===== src/rtl/uart_pkg.sv =====
// Shared types and defaults for the UART baud-rate controller.
package uart_pkg;

  localparam int DIV_W         = 11;
  localparam int OS_RATIO      = 16;
  localparam int DEFAULT_DIVSR = 650;

  typedef enum logic [1:0] {
    OFF  = 2'd0,
    RUN  = 2'd1,
    PEND = 2'd2,
    LOAD = 2'd3
  } baud_state_e;

endpackage


===== src/rtl/baud_ctrl_if.sv =====
// Configuration, line-status and tick bundle between the baud controller and its UART user.
interface baud_ctrl_if #(
  parameter int DIV_W = uart_pkg::DIV_W
);

  logic             cfg_en;
  logic             cfg_wr;
  logic [DIV_W-1:0] cfg_divsr;
  logic             tx_busy;
  logic             rx_busy;
  logic             os_tick;
  logic             bit_tick;
  logic             cfg_ack;
  logic             cfg_pend;
  logic [DIV_W-1:0] active_divsr;

  modport master (
    output cfg_en, cfg_wr, cfg_divsr, tx_busy, rx_busy,
    input  os_tick, bit_tick, cfg_ack, cfg_pend, active_divsr
  );

  modport slave (
    input  cfg_en, cfg_wr, cfg_divsr, tx_busy, rx_busy,
    output os_tick, bit_tick, cfg_ack, cfg_pend, active_divsr
  );

endinterface


===== src/rtl/baud_tick_counter.sv =====
// Programmable divider: emits one tick every divsr+1 enabled clocks, divsr=0 ticks every clock.
module baud_tick_counter #(
  parameter int DIV_W = 11
) (
  input  logic             clk,
  input  logic             reset,
  input  logic             clear,
  input  logic             enable,
  input  logic [DIV_W-1:0] divsr,
  output logic             tick
);

  logic [DIV_W-1:0] count;

  // >= keeps the counter bounded even if divsr ever shrank under a running count
  assign tick = enable && (count >= divsr);

  always_ff @(posedge clk or negedge reset) begin
    if (!reset) begin
      count <= '0;
    end else if (clear) begin
      count <= '0;
    end else if (enable) begin
      count <= tick ? '0 : count + DIV_W'(1);
    end
  end

endmodule


===== src/rtl/baud_ctrl.sv =====
// Baud controller: oversample/bit tick generation with divisor updates deferred to an idle line.
// Optional macro BAUD_CTRL_BITTICK_EN adds the bit counter; otherwise bit_tick is tied low.
module baud_ctrl
  import uart_pkg::*;
#(
  parameter int DIV_W    = uart_pkg::DIV_W,
  parameter int OS_RATIO = uart_pkg::OS_RATIO
) (
  input  logic        clk,
  input  logic        reset,
  baud_ctrl_if.slave  bus
);

  baud_state_e      state, state_nx;
  logic [DIV_W-1:0] active, active_nx;
  logic [DIV_W-1:0] shadow, shadow_nx;
  logic             ack_q, ack_nx;
  logic             cnt_en, cnt_clear, os_tick, line_idle;

  assign line_idle = !bus.tx_busy && !bus.rx_busy;

  always_ff @(posedge clk or negedge reset) begin
    if (!reset) begin
      state  <= OFF;
      active <= DIV_W'(DEFAULT_DIVSR);
      shadow <= '0;
      ack_q  <= 1'b0;
    end else begin
      state  <= state_nx;
      active <= active_nx;
      shadow <= shadow_nx;
      ack_q  <= ack_nx;
    end
  end

  always_comb begin
    state_nx  = state;
    active_nx = active;
    shadow_nx = shadow;
    ack_nx    = 1'b0;
    cnt_en    = (state == RUN) || (state == PEND);
    cnt_clear = (state == OFF) || (state == LOAD) || !bus.cfg_en;

    // LOAD always commits the shadow, even if the block is being disabled this cycle
    if (state == LOAD) begin
      active_nx = shadow;
    end

    if (!bus.cfg_en) begin
      state_nx = OFF;
      if (bus.cfg_wr) begin
        active_nx = bus.cfg_divsr;
        ack_nx    = 1'b1;
      end else if (state == PEND) begin
        active_nx = shadow;
        ack_nx    = 1'b1;
      end
    end else begin
      case (state)
        OFF: begin
          state_nx = RUN;
          if (bus.cfg_wr) begin
            active_nx = bus.cfg_divsr;
            ack_nx    = 1'b1;
          end
        end
        RUN, LOAD: begin
          state_nx = RUN;
          if (bus.cfg_wr) begin
            shadow_nx = bus.cfg_divsr;
            state_nx  = line_idle ? LOAD : PEND;
          end
        end
        PEND: begin
          if (bus.cfg_wr) begin
            shadow_nx = bus.cfg_divsr;
          end
          if (line_idle) begin
            state_nx = LOAD;
          end
        end
        default: state_nx = OFF;
      endcase
    end
  end

  baud_tick_counter #(.DIV_W(DIV_W)) u_tick (
    .clk    (clk),
    .reset  (reset),
    .clear  (cnt_clear),
    .enable (cnt_en),
    .divsr  (active),
    .tick   (os_tick)
  );

`ifdef BAUD_CTRL_BITTICK_EN
  localparam int BIT_W = (OS_RATIO > 1) ? $clog2(OS_RATIO) : 1;

  logic [BIT_W-1:0] bit_cnt;
  logic             bit_wrap;

  assign bit_wrap = (bit_cnt == BIT_W'(OS_RATIO - 1));

  always_ff @(posedge clk or negedge reset) begin
    if (!reset) begin
      bit_cnt <= '0;
    end else if (cnt_clear) begin
      bit_cnt <= '0;
    end else if (os_tick) begin
      bit_cnt <= bit_wrap ? '0 : bit_cnt + BIT_W'(1);
    end
  end

  assign bus.bit_tick = os_tick && bit_wrap;
`else
  assign bus.bit_tick = 1'b0;
`endif

  assign bus.os_tick      = os_tick;
  assign bus.cfg_ack      = ack_q || (state == LOAD);
  assign bus.cfg_pend     = (state == PEND);
  assign bus.active_divsr = active;

endmodule


===== src/flat_wrapper.sv =====
// flat-port wrapper written by rule: the top's interface ports become plain ports
module baud_ctrl_flat import uart_pkg::*;
#(
  parameter int DIV_W    = uart_pkg::DIV_W,
  parameter int OS_RATIO = uart_pkg::OS_RATIO
)
  (clk, reset, bus_cfg_en, bus_cfg_wr, bus_cfg_divsr, bus_tx_busy, bus_rx_busy, bus_os_tick, bus_bit_tick, bus_cfg_ack, bus_cfg_pend, bus_active_divsr);
  baud_ctrl_if #(.DIV_W(DIV_W)) bus_i ();
  input  logic clk;
  input  logic reset;
  input wire logic [$bits(bus_i.cfg_en)-1:0] bus_cfg_en;
  input wire logic [$bits(bus_i.cfg_wr)-1:0] bus_cfg_wr;
  input wire logic [$bits(bus_i.cfg_divsr)-1:0] bus_cfg_divsr;
  input wire logic [$bits(bus_i.tx_busy)-1:0] bus_tx_busy;
  input wire logic [$bits(bus_i.rx_busy)-1:0] bus_rx_busy;
  output wire logic [$bits(bus_i.os_tick)-1:0] bus_os_tick;
  output wire logic [$bits(bus_i.bit_tick)-1:0] bus_bit_tick;
  output wire logic [$bits(bus_i.cfg_ack)-1:0] bus_cfg_ack;
  output wire logic [$bits(bus_i.cfg_pend)-1:0] bus_cfg_pend;
  output wire logic [$bits(bus_i.active_divsr)-1:0] bus_active_divsr;
  assign bus_i.cfg_en = bus_cfg_en;
  assign bus_i.cfg_wr = bus_cfg_wr;
  assign bus_i.cfg_divsr = bus_cfg_divsr;
  assign bus_i.tx_busy = bus_tx_busy;
  assign bus_i.rx_busy = bus_rx_busy;
  assign bus_os_tick = bus_i.os_tick;
  assign bus_bit_tick = bus_i.bit_tick;
  assign bus_cfg_ack = bus_i.cfg_ack;
  assign bus_cfg_pend = bus_i.cfg_pend;
  assign bus_active_divsr = bus_i.active_divsr;
  baud_ctrl #(.DIV_W(DIV_W), .OS_RATIO(OS_RATIO)) u_core (.clk(clk), .reset(reset), .bus(bus_i));
endmodule

===== config.mk =====
export PLATFORM = sky130hd
export DESIGN_NAME = baud_ctrl_flat
export DESIGN_NICKNAME = d
export VERILOG_FILES = /design/src/rtl/uart_pkg.sv /design/src/rtl/baud_ctrl_if.sv /design/src/rtl/baud_tick_counter.sv /design/src/rtl/baud_ctrl.sv /design/src/flat_wrapper.sv
export SDC_FILE = /design/constraint.sdc
export NUM_CORES = 1
export LEC_CHECK = 0
export ABC_AREA = 1
export CORE_UTILIZATION = 43
export CTS_CLUSTER_DIAMETER = 60
export CTS_CLUSTER_SIZE = 14
export DETAILED_ROUTE_END_ITERATION = 7
export PLACE_DENSITY = 0.65
export RECOVER_POWER = 100
export SYNTH_ARGS = -nofsm -noshare
export SYNTH_HDL_FRONTEND = slang
export SYNTH_SLANG_ARGS = --single-unit

===== constraint.sdc =====
create_clock -name clk -period 5 [get_ports clk]
set_clock_uncertainty 0.1 [all_clocks]
set_input_delay 1.25 -clock clk [delete_from_list [all_inputs] [get_ports clk]]
set_output_delay 1.25 -clock clk [all_outputs]
set_load 0.03 [all_outputs]

==> flow_summary_export.csv <==
group,metric,value,unit
placement,hpwl,3700,microns
synthesis,synth-seq-cells,36,
power,peakVddDrop,0.154,mV
finish,diodes,0,
timing,hold_viol_final,0,
timing,slew_viol_final,37,
power,powerDensity,340,mW/mm^2
timing,fin_hold_ws,0.390,ns
finish,layout_commonest_cell,"nand2_1",
global_routing,gr-total-overflow,0,
synthesis,synth_cells,286,
routing,dr.pass1.iters,4,
die,die_y,75.8,microns
power,p_total,0.929,mW
die,num_io_pins,32,
synthesis,seq_area_frac_synth,38.7,%
routing,vias,1968,
hold_path,whs_path_depth,1,
timing,fin_crit_sh,76.3,%
run,drv_cap,1,
routing,wl_per_cell,13.6,microns
finish,final_cell_mix,"nand2_1, inv_1, dfrtp_1",
setup_path,reg2reg_depth,6,
die,dieArea,0.00574,sq mm
synthesis,syn_area,0.00234,sq mm
die,fp.coreArea,0.00517,sq mm
clocking,insertion_delay,0.30,ns
routing,via_per_inst,5.14,
clocking,clockBufferDepth,2,
setup_path,end_kind,"output pin",
die,fp.dieW,75.8,microns
timing,max-slew-margin-rel,-30.5,%
synthesis,async_flop_share,100,%
finish,drive_above_1_share,5.43,%
finish,utilization,52.9,%
die,rows,26,
global_routing,grt_max_degree,37,
clocking,holdBufCountCts,0,
clocking,ctsResizeCount,0,
routing,drt_iter0_drc,129,
placement,place_congestion,0.800,
clocking,root_buffer,"clkbuf_8",
setup_path,critPathLaunchType,"flop",
power,p_leak,1.20,nW
timing,rsz0062_at_grt,"no",
global_routing,grt_pass1_vias,1871,
routing,drc,0,
clocking,cts_max_level,2,
setup_path,crit_type,"reg -> out",
die,start_util,45.2,%
outcome,violations,"max-capacitance violations, max-slew violations",
global_routing,grtUsageTotal,20.6,%
timing,tns,0,ns
synthesis,avgSynthCellArea,8.18,sq um
routing,ant_nets,0,
global_routing,antenna_found_initial,0,
clocking,cts_buffers,5,
synthesis,synthFlopType,"dfrtp_1",
timing,setup_ws,1.18,ns
global_routing,grt_pass1_wl,8780,microns
hold_path,hold_class,"reg -> reg",
synthesis,synth_edf_count,0,
routing,routed_wl,5190,microns
clocking,post_cts_buffers,0,
synthesis,ys_types,28,
setup_path,path_max_fanout,3,
clocking,clk_pin_slew,0.07,ns
finish,syn_to_final_growth,17.0,%
timing,setup_viol,0,
clocking,cts_tree,"yes",
synthesis,synth_nets,319,
timing,post-route-min-period,3.82,ns
clocking,cts.sinks,36,
setup_path,critical_path_arrival,2.47,ns
setup_path,crit_required,3.65,ns
placement,port-buffer-count,30,
placement,dp_worst_setup_slack,1.54,ns
finish,num-nets-final,345,
timing,fmax,262,MHz
timing,tightest_slew,1.96,ns
synthesis,ys_warn_count,0,
outcome,outcome,"finished with violations",
layer usage:
metal  share of wire [%]  global-route usage, %  up-vias  wire [microns]
li1                    -                      -      992               -
met1                  46                   27.0      908            2380
met2                  47                   32.9       62            2450
met3                 6.0                   4.10        6             311
met4                 1.0                   9.47        0              53
met5                   0                      0        -               0
kinds of logic (layout without fill, tap and decap cells):
family,count (synthesis),after routing,share of synthesized area [%]
adder cells (fa/ha/maj),16,16,8.56
other,1,1,0.160
buffers and inverters,50,77,9.36
flip-flops,36,36,38.7
AO/OA/AOI/OAI,54,54,15.1
multiplexers,10,10,6.10
AND/OR/NAND/NOR,112,112,19.4
XOR/XNOR,7,7,2.62
path summary, 6_finish.rpt:
check                                        from                      to  slack (ns)
min in group asynchronous                   reset        u_core.shadow[0]        1.94
max in group asynchronous                   reset  u_core.u_tick.count[6]        1.73
hold / removal             u_core.u_tick.count[0]  u_core.u_tick.count[0]        0.39
hold reg to reg            u_core.u_tick.count[0]  u_core.u_tick.count[0]        0.39
setup reg to reg                  u_core.state[1]                    flop        2.70
setup / recovery                             flop             bus_os_tick        1.18
per-stage QoR:
| stage | cells | area (sq um) |
|---|---|---|
| floorplan | 286 | 2340 |
| CTS | 383 | 2780 |
| global placement | 375 | 2670 |
| global route | 383 | 2740 |
| finish | 383 | 2740 |
| detailed placement | 375 | 2670 |
Yosys cell counts, drive strengths merged, types with 6 or more instances:
master  count  area share (%)
nand2      76              12
inv        36             5.9
dfrtp      32              34
o211ai     31             9.9
nor2       20             3.5
ha         16             8.6
o21ai      14             3.0
buf        10             2.8
mux2       10             6.1
nand3       8             1.7
a21oi       6             1.3
xor2        6             2.2
where the power goes:
part           switching [mW]  internal, mW
clock network           0.108         0.148
registers              0.0440         0.352
logic                   0.166         0.111
cell type report:
cell class	count	area (sq um)
clock buffer	6	72.6
timing repair buffer	33	315
tap	70	87.6
multi-input combinational	200	1180
inverter	36	138
fill	519	2440
sequential	36	906
clock inverter	2	35.0
worst max-delay path, stage by stage, from the launching register on:
cell and delay (ns):
dfstp_2 0.53, inv_1 0.06, ha_1 0.27, nand2_1 0.06, nor2_1 0.13, nand2_1 0.08
nor2_1 0.09, nand2_1 0.07, a21boi_0 0.15, dlygate4sd3_1 0.76
Note: power is estimated with default switching activity, not from simulation.
